$ cat src/rtl/servile_pkg.sv
// Shared constants for the servile memory-port arbiter: FSM state encoding and
// the default data word returned on a timed-out transaction.
package servile_pkg;

  typedef enum logic {
    ARB_IDLE  = 1'b0,
    ARB_GRANT = 1'b1
  } arb_state_t;

  localparam logic [31:0] TIMEOUT_RDT_DEFAULT = 32'hDEADBEEF;

endpackage

$ cat src/rtl/servile_arb_timer.sv
// Watchdog counter for a granted transaction: cleared by load, counts while
// enabled, and flags expiry once it reaches MAX.
module servile_arb_timer #(
  parameter int unsigned MAX = 255
) (
  input  logic i_clk,
  input  logic i_rst,
  input  logic i_load,
  input  logic i_en,
  output logic o_expire
);

  localparam int W = $clog2(MAX + 1);

  logic [W-1:0] r_cnt;

  always_ff @(posedge i_clk) begin
    if (i_rst || i_load) begin
      r_cnt <= '0;
    end else if (i_en && !o_expire) begin
      r_cnt <= r_cnt + 1'b1;
    end
  end

  assign o_expire = (r_cnt == W'(MAX));

endmodule

$ cat src/rtl/servile_mem_arbiter.sv
// Two-master Wishbone arbiter for the servile memory port; round-robin on contention.
// Optional forced-ack watchdog is built when SERVILE_ARB_TIMEOUT_EN is defined.
module servile_mem_arbiter
  import servile_pkg::*;
#(
  parameter int unsigned TIMEOUT_CYCLES = 255,
  parameter logic [31:0] TIMEOUT_RDT    = TIMEOUT_RDT_DEFAULT
) (
  input  logic        i_clk,
  input  logic        i_rst,
  input  logic [31:0] i_wb_m0_adr,
  input  logic [31:0] i_wb_m0_dat,
  input  logic [3:0]  i_wb_m0_sel,
  input  logic        i_wb_m0_we,
  input  logic        i_wb_m0_stb,
  output logic [31:0] o_wb_m0_rdt,
  output logic        o_wb_m0_ack,
  input  logic [31:0] i_wb_m1_adr,
  input  logic [31:0] i_wb_m1_dat,
  input  logic [3:0]  i_wb_m1_sel,
  input  logic        i_wb_m1_we,
  input  logic        i_wb_m1_stb,
  output logic [31:0] o_wb_m1_rdt,
  output logic        o_wb_m1_ack,
  output logic [31:0] o_wb_mem_adr,
  output logic [31:0] o_wb_mem_dat,
  output logic [3:0]  o_wb_mem_sel,
  output logic        o_wb_mem_we,
  output logic        o_wb_mem_stb,
  input  logic [31:0] i_wb_mem_rdt,
  input  logic        i_wb_mem_ack,
  output logic        o_timeout,
  output arb_state_t  o_dbg_state
);

  // Handshake: a master holds stb (with adr/dat/sel/we stable) until it sees ack
  // for one cycle; ack is only ever returned to the granted master, so a pending
  // stb on the other side simply waits for its turn.

  arb_state_t r_state, w_state_nxt;
  logic       r_grant, w_grant_nxt;
  logic       r_last, w_last_nxt;
  logic       w_active;
  logic       w_gnt_stb;
  logic       w_expire;
  logic       w_timeout;
  logic       w_ack;
  logic [31:0] w_rdt;

  assign w_active  = (r_state == ARB_GRANT) && !i_rst;
  assign w_gnt_stb = r_grant ? i_wb_m1_stb : i_wb_m0_stb;

`ifdef SERVILE_ARB_TIMEOUT_EN
  servile_arb_timer #(
    .MAX (TIMEOUT_CYCLES)
  ) u_timer (
    .i_clk    (i_clk),
    .i_rst    (i_rst),
    .i_load   (r_state == ARB_IDLE),
    .i_en     (w_active && !i_wb_mem_ack),
    .o_expire (w_expire)
  );
`else
  // Constant zero; the parameter is referenced only so both builds share one interface.
  assign w_expire = (TIMEOUT_CYCLES == 0) & 1'b0;
`endif

  // A real ack in the same cycle as expiry wins.
  assign w_timeout = w_active && w_gnt_stb && !i_wb_mem_ack && w_expire;
  assign w_ack     = w_active && (i_wb_mem_ack || w_timeout);
  assign w_rdt     = w_timeout ? TIMEOUT_RDT : i_wb_mem_rdt;

  always_comb begin
    w_state_nxt = r_state;
    w_grant_nxt = r_grant;
    w_last_nxt  = r_last;
    case (r_state)
      ARB_IDLE: begin
        if (i_wb_m0_stb && i_wb_m1_stb) begin
          w_grant_nxt = !r_last;
          w_state_nxt = ARB_GRANT;
        end else if (i_wb_m0_stb) begin
          w_grant_nxt = 1'b0;
          w_state_nxt = ARB_GRANT;
        end else if (i_wb_m1_stb) begin
          w_grant_nxt = 1'b1;
          w_state_nxt = ARB_GRANT;
        end
      end
      ARB_GRANT: begin
        if (i_wb_mem_ack || w_timeout) begin
          w_last_nxt  = r_grant;
          w_state_nxt = ARB_IDLE;
        end else if (!w_gnt_stb) begin
          w_state_nxt = ARB_IDLE;
        end
      end
      default: w_state_nxt = ARB_IDLE;
    endcase
  end

  always_ff @(posedge i_clk) begin
    if (i_rst) begin
      r_state <= ARB_IDLE;
      r_grant <= 1'b0;
      r_last  <= 1'b1;
    end else begin
      r_state <= w_state_nxt;
      r_grant <= w_grant_nxt;
      r_last  <= w_last_nxt;
    end
  end

  // Address/data mirror m0 whenever m1 does not own the port.
  assign o_wb_mem_adr = (w_active && r_grant) ? i_wb_m1_adr : i_wb_m0_adr;
  assign o_wb_mem_dat = (w_active && r_grant) ? i_wb_m1_dat : i_wb_m0_dat;
  assign o_wb_mem_sel = (w_active && r_grant) ? i_wb_m1_sel : i_wb_m0_sel;
  assign o_wb_mem_we  = (w_active && r_grant) ? i_wb_m1_we  : i_wb_m0_we;
  assign o_wb_mem_stb = w_active && w_gnt_stb && !w_timeout;

  assign o_wb_m0_ack = w_ack && !r_grant;
  assign o_wb_m1_ack = w_ack && r_grant;
  assign o_wb_m0_rdt = (w_active && !r_grant) ? w_rdt : 32'h0;
  assign o_wb_m1_rdt = (w_active && r_grant) ? w_rdt : 32'h0;
  assign o_timeout   = w_timeout;
  assign o_dbg_state = r_state;

endmodule

$ cat config.mk
export PLATFORM = sky130hd
export DESIGN_NAME = servile_mem_arbiter
export DESIGN_NICKNAME = d
export VERILOG_FILES = /design/src/rtl/servile_pkg.sv /design/src/rtl/servile_arb_timer.sv /design/src/rtl/servile_mem_arbiter.sv
export SDC_FILE = /design/constraint.sdc
export NUM_CORES = 1
export LEC_CHECK = 0
export BUFFER_PORTS_ARGS = -buffer_cell sky130_fd_sc_hd__buf_2
export CORE_AREA = 5 5 117 119
export CTS_CLUSTER_SIZE = 24
export DETAILED_ROUTE_END_ITERATION = 16
export DIE_AREA = 0 0 122 124
export HOLD_SLACK_MARGIN = 0.15
export PLACE_DENSITY_LB_ADDON = 0.15
export SETUP_SLACK_MARGIN = 0.05
export SYNTH_ARGS = -nofsm -noshare
export SYNTH_HDL_FRONTEND = slang
export SYNTH_HIERARCHICAL = 1
export SYNTH_SLANG_ARGS = --single-unit
$ cat constraint.sdc
create_clock -name i_clk -period 1.5 [get_ports i_clk]
set_input_delay 0.15 -clock i_clk [delete_from_list [all_inputs] [get_ports i_clk]]
set_output_delay 0.15 -clock i_clk [all_outputs]
set_load 0.05 [all_outputs]
# After elaboration in Yosys (flattened, before gate mapping)

Index checks and enable logic that the tools add are counted.

Output and inout bits: 138
Input port bits: 175
Register bits after elaboration: 3
Logic and storage cells: 34

Bitwise operators: 1
Reduce and logical (&&, ||, !) cells: 14
Muxes and demuxes: 16

Operators by type and width:

| operator                           | number |
|---|---|
| two-way mux 32 bit                 | 4 |
| two-way mux 1 bit                  | 10 |
| logical AND 1 bit                  | 8 |
| two-way mux 4 bit                  | 1 |
| AND reduction 2 bit                | 2 |
| zero test 1 bit                    | 3 |
| nonzero test 3 bit                 | 1 |
| one-hot mux 1 bit (2 select lines) | 1 |
| NOT 1 bit                          | 1 |

# Depth between registers and ports, before layout

Depth after elaboration: 4
Mapped depth: 6
Depth with buffers taken out: 3

# Worst setup path after synthesis

Ideal clock, no wire load.

Path kind: register to output
Start: register r_state (netlist: o_dbg_state)
End: output o_wb_mem_dat[24]
Cell stages (with the launch flop): 7
Required time: 1350 ps
Slack: -509 ps
Buffers on the path: 3
Arrival time: 1859 ps
Cell sequence: dfxtp_1 -> nand2b_1 -> or2_1 -> buf_6 -> buf_6 -> buf_8 -> mux2_4

Word-level cells in the longest chain between the ends: 3

Ends and longest elaborated chain:

| item                   | RTL line                   | source |
|---|---|---|
| start, declared        | servile_mem_arbiter.sv:40  | `arb_state_t r_state, w_state_nxt;` |
| start signal, assigned | servile_mem_arbiter.sv:108 | `r_state <= w_state_nxt;` |
| logical AND 1 bit      | servile_mem_arbiter.sv:50  | `assign w_active = (r_state == ARB_GRANT) && !i_rst;` |
| logical AND 1 bit      | servile_mem_arbiter.sv:116 | `assign o_wb_mem_dat = (w_active && r_grant) ? i_wb_m1_dat : i_wb_m0_dat;` |
| two-way mux 32 bit     | servile_mem_arbiter.sv:116 |  |
| end, declared          | servile_mem_arbiter.sv:26  | `output logic [31:0] o_wb_mem_dat,` |

No other way between the ends.

# Worst setup path after layout

Start: register r_state (netlist: o_dbg_state)
End: output o_wb_mem_adr[0]

Word-level cells in the longest chain between the ends: 3

Ends and longest elaborated chain:

| item               | RTL line                   | source |
|---|---|---|
| logical AND 1 bit  | servile_mem_arbiter.sv:50  |  |
| logical AND 1 bit  | servile_mem_arbiter.sv:115 | `assign o_wb_mem_adr = (w_active && r_grant) ? i_wb_m1_adr : i_wb_m0_adr;` |
| two-way mux 32 bit | servile_mem_arbiter.sv:115 |  |
| end, declared      | servile_mem_arbiter.sv:25  | `output logic [31:0] o_wb_mem_adr,` |

No other way between the ends.

==> metrics.yaml <==
status: "complete, but fails checks"
violations: "negative setup slack"
synthesis.instances: 173
p_clk_frac: 0.193
start_util: 0.119
critPathLaunchType: "flop"
p_seq_frac: 0.042
final_common_cell: "buf_2"
ant_nets: 0
grt_pass1_wl_um: 15200
crit_path_max_fanout: 9
cts.clk_slew.worst_paths_ns: 0.03
die_w_um: 122
stdcell_area_um2: 5020
drive_above_1_share: 0.960
areaGrowthSynthToFinish_pct: 237
nets: 676
hold_class: "input pin to flop"
setup_viol: 135
port_buffers: 311
clk_path_buf_depth: 2
worst_ep_required_time_ns: 1.35
switching_share: 0.446
syn_area_um2: 1490
root_buffer: "clkbuf_16"
drt_wl_total_um: 10900
netlist_top_cells_area: "mux2_2 45%, and2_1 28%, mux2_4 10%"
yosysSeqAreaShare: 0.0403
vias: 2629
place_inst: 658
gp_congestion: 0.758
synth_top_area_cell: "mux2_2"
total_power_uw: 2190
drt-pass1-iter-count: 3
min_from: "i_wb_m1_stb"
grt_pass1_vias: 2858
grt_max_degree: 34
route.detailed.drc: 0
hpwl_um: 8450
rsz0062_at_grt: "yes"
post-route-min-period_ns: 1.76
path_class: "flop to primary output"
n_antenna_cell: 0
crit_arrival_ns: 1.61
tritoncts: "done"
post_drt_wl_per_cell_um: 16.2
comb_power_share: 0.765
ys_seq_elements: 3
die_h_um: 124
grt_use_total: 0.127
synth.avg_cell_area_um2: 8.61
power_density_nw_per_um2: 437
ios: 313
hold_violations: 0
dp_slack_ns: -0.115
period_share: 1.18
floorplan.core_area_um2: 12500
cp-startpoint: "o_dbg_state"
p_switching_uw: 977
ir_drop_mv: 0.344
cts.sinks: 3
cap_violations: 0
clk_latency_ns: 0.22
overflow: 0
drv_slew: 0
end_kind: "primary output"
finClkSkew_ns: 0.000533
setup_ws_ns: -0.265
cts_buffers: 3
final_util: 0.403
synth.distinct_cells: 24
antenna_found_initial: 0
die-area_um2: 15100
r2r_slack_ns: 0.57
yosys.area.top_type_share: 0.446
r2r_start: "o_dbg_state"
drt_iter0_drc: 39
reg2regPathDepth: 2
p_int_uw: 1210
regToRegEndpoint: "r_last"
fin_cells: 672
syn-num-nets: 348
htree_levels: 1
crit_end: "o_wb_mem_adr[0]"
final_cell_mix: "176 x buf_2, 96 x buf_6, 62 x mux2_4"
fmax_ghz: 0.567
p_leak_uw: 0.00278
placed_area_um2: 3620
nFillCells: 1225
viasPerCell: 3.91
yosysWarnings: 6
rows: 41
[layout make-up]
type / count / area [µm²] / share of cell area
timing repair buffer: 337 / 2990 / 0.595
multi-input combinational: 154 / 1670 / 0.332
sequential: 3 / 65.1 / 0.0130
tap: 172 / 215 / 0.0429
clock buffer: 4 / 78.8 / 0.0157
inverter: 2 / 7.51 / 0.00150
[cell usage after synthesis]
cell      number
buf_6          2
buf_8          1
mux2_4        10
a311o_1        1
o21ai_0        2
a21boi_0       1
inv_2          1
a21oi_1        2
nand3_1        1
nand2b_1       1
a21o_1         1
buf_4          1
mux2i_1        1
conb_1         1
nor2_1         3
or2_1          1
clkbuf_1       6
dfxtp_1        3
nor2b_1        1
buf_2          5
mux2_2        59
nand2_1        2
and2_1        66
inv_1          1
[power groups by stage]
stage	clock network (µW)	registers (µW)	logic, µW
after global routing	442	91.7	1750
after CTS	428	90.7	1620
after detailed placement	0	91.6	1310
after floorplan	0	102	866
after global placement	0	91.4	1310
final	423	91.0	1680
[sequential cells by signal, summed over array words and instances, names as in the netlist]
register / count
o_dbg_state: 1
r_grant: 1
r_last: 1
[layer usage]
layer	wire length [µm]	GRT usage	vias to the layer above
li1	-	-	1245
met1	3270	0.123	1189
met2	5980	0.256	187
met3	1570	0.0531	8
met4	63	0.0154	0
met5	0	0	-
[cell families after synthesis]
kind of cell | Yosys count | synth area share
other | 1 | 0.00252
buffers and inverters | 17 | 0.0672
flip-flops | 3 | 0.0403
multiplexers | 70 | 0.554
AND/OR/NAND/NOR | 75 | 0.306
AO/OA/AOI/OAI | 7 | 0.0303
[per-stage QoR]
stage | TNS, ns | hold WS [ns]
4_1_cts | -24.23 | 0.205
2_1_floorplan | -7.28 | 0.209
5_1_grt | -28.16 | 0.208
3_3_place_gp | -4.39 | 0.433
6_report | -20.30 | 0.201
3_5_place_dp | -4.89 | 0.435
[worst max-delay path, cell delays in order (launching register included)]
cell and delay, ns:
dfxtp_4 0.34, nand2b_4 0.06, or2_4 0.32, buf_16 0.18, mux2_4 0.32, buf_6 0.16
[what timing repair did]
item | 4_1_cts | 5_1_grt
resized for setup | 302 | 63
setup endpoints to repair | 135 | 135
setup buffers | 2 | 2
hold buffers | 0 | 0
pin swaps | 3 | 2
gates cloned | 6 | 0
[how the worst min path moves through the flow]
stage | to | slack [ns] | cells after the start
5_1_grt | r_grant | 0.21 | 3
3_5_place_dp | o_dbg_state | 0.43 | 3
2_1_floorplan | o_dbg_state | 0.21 | 1
4_1_cts | o_dbg_state | 0.20 | 3
3_3_place_gp | o_dbg_state | 0.43 | 3
6_report | r_grant | 0.20 | 3
Note: power is estimated with default switching activity, not from simulation.
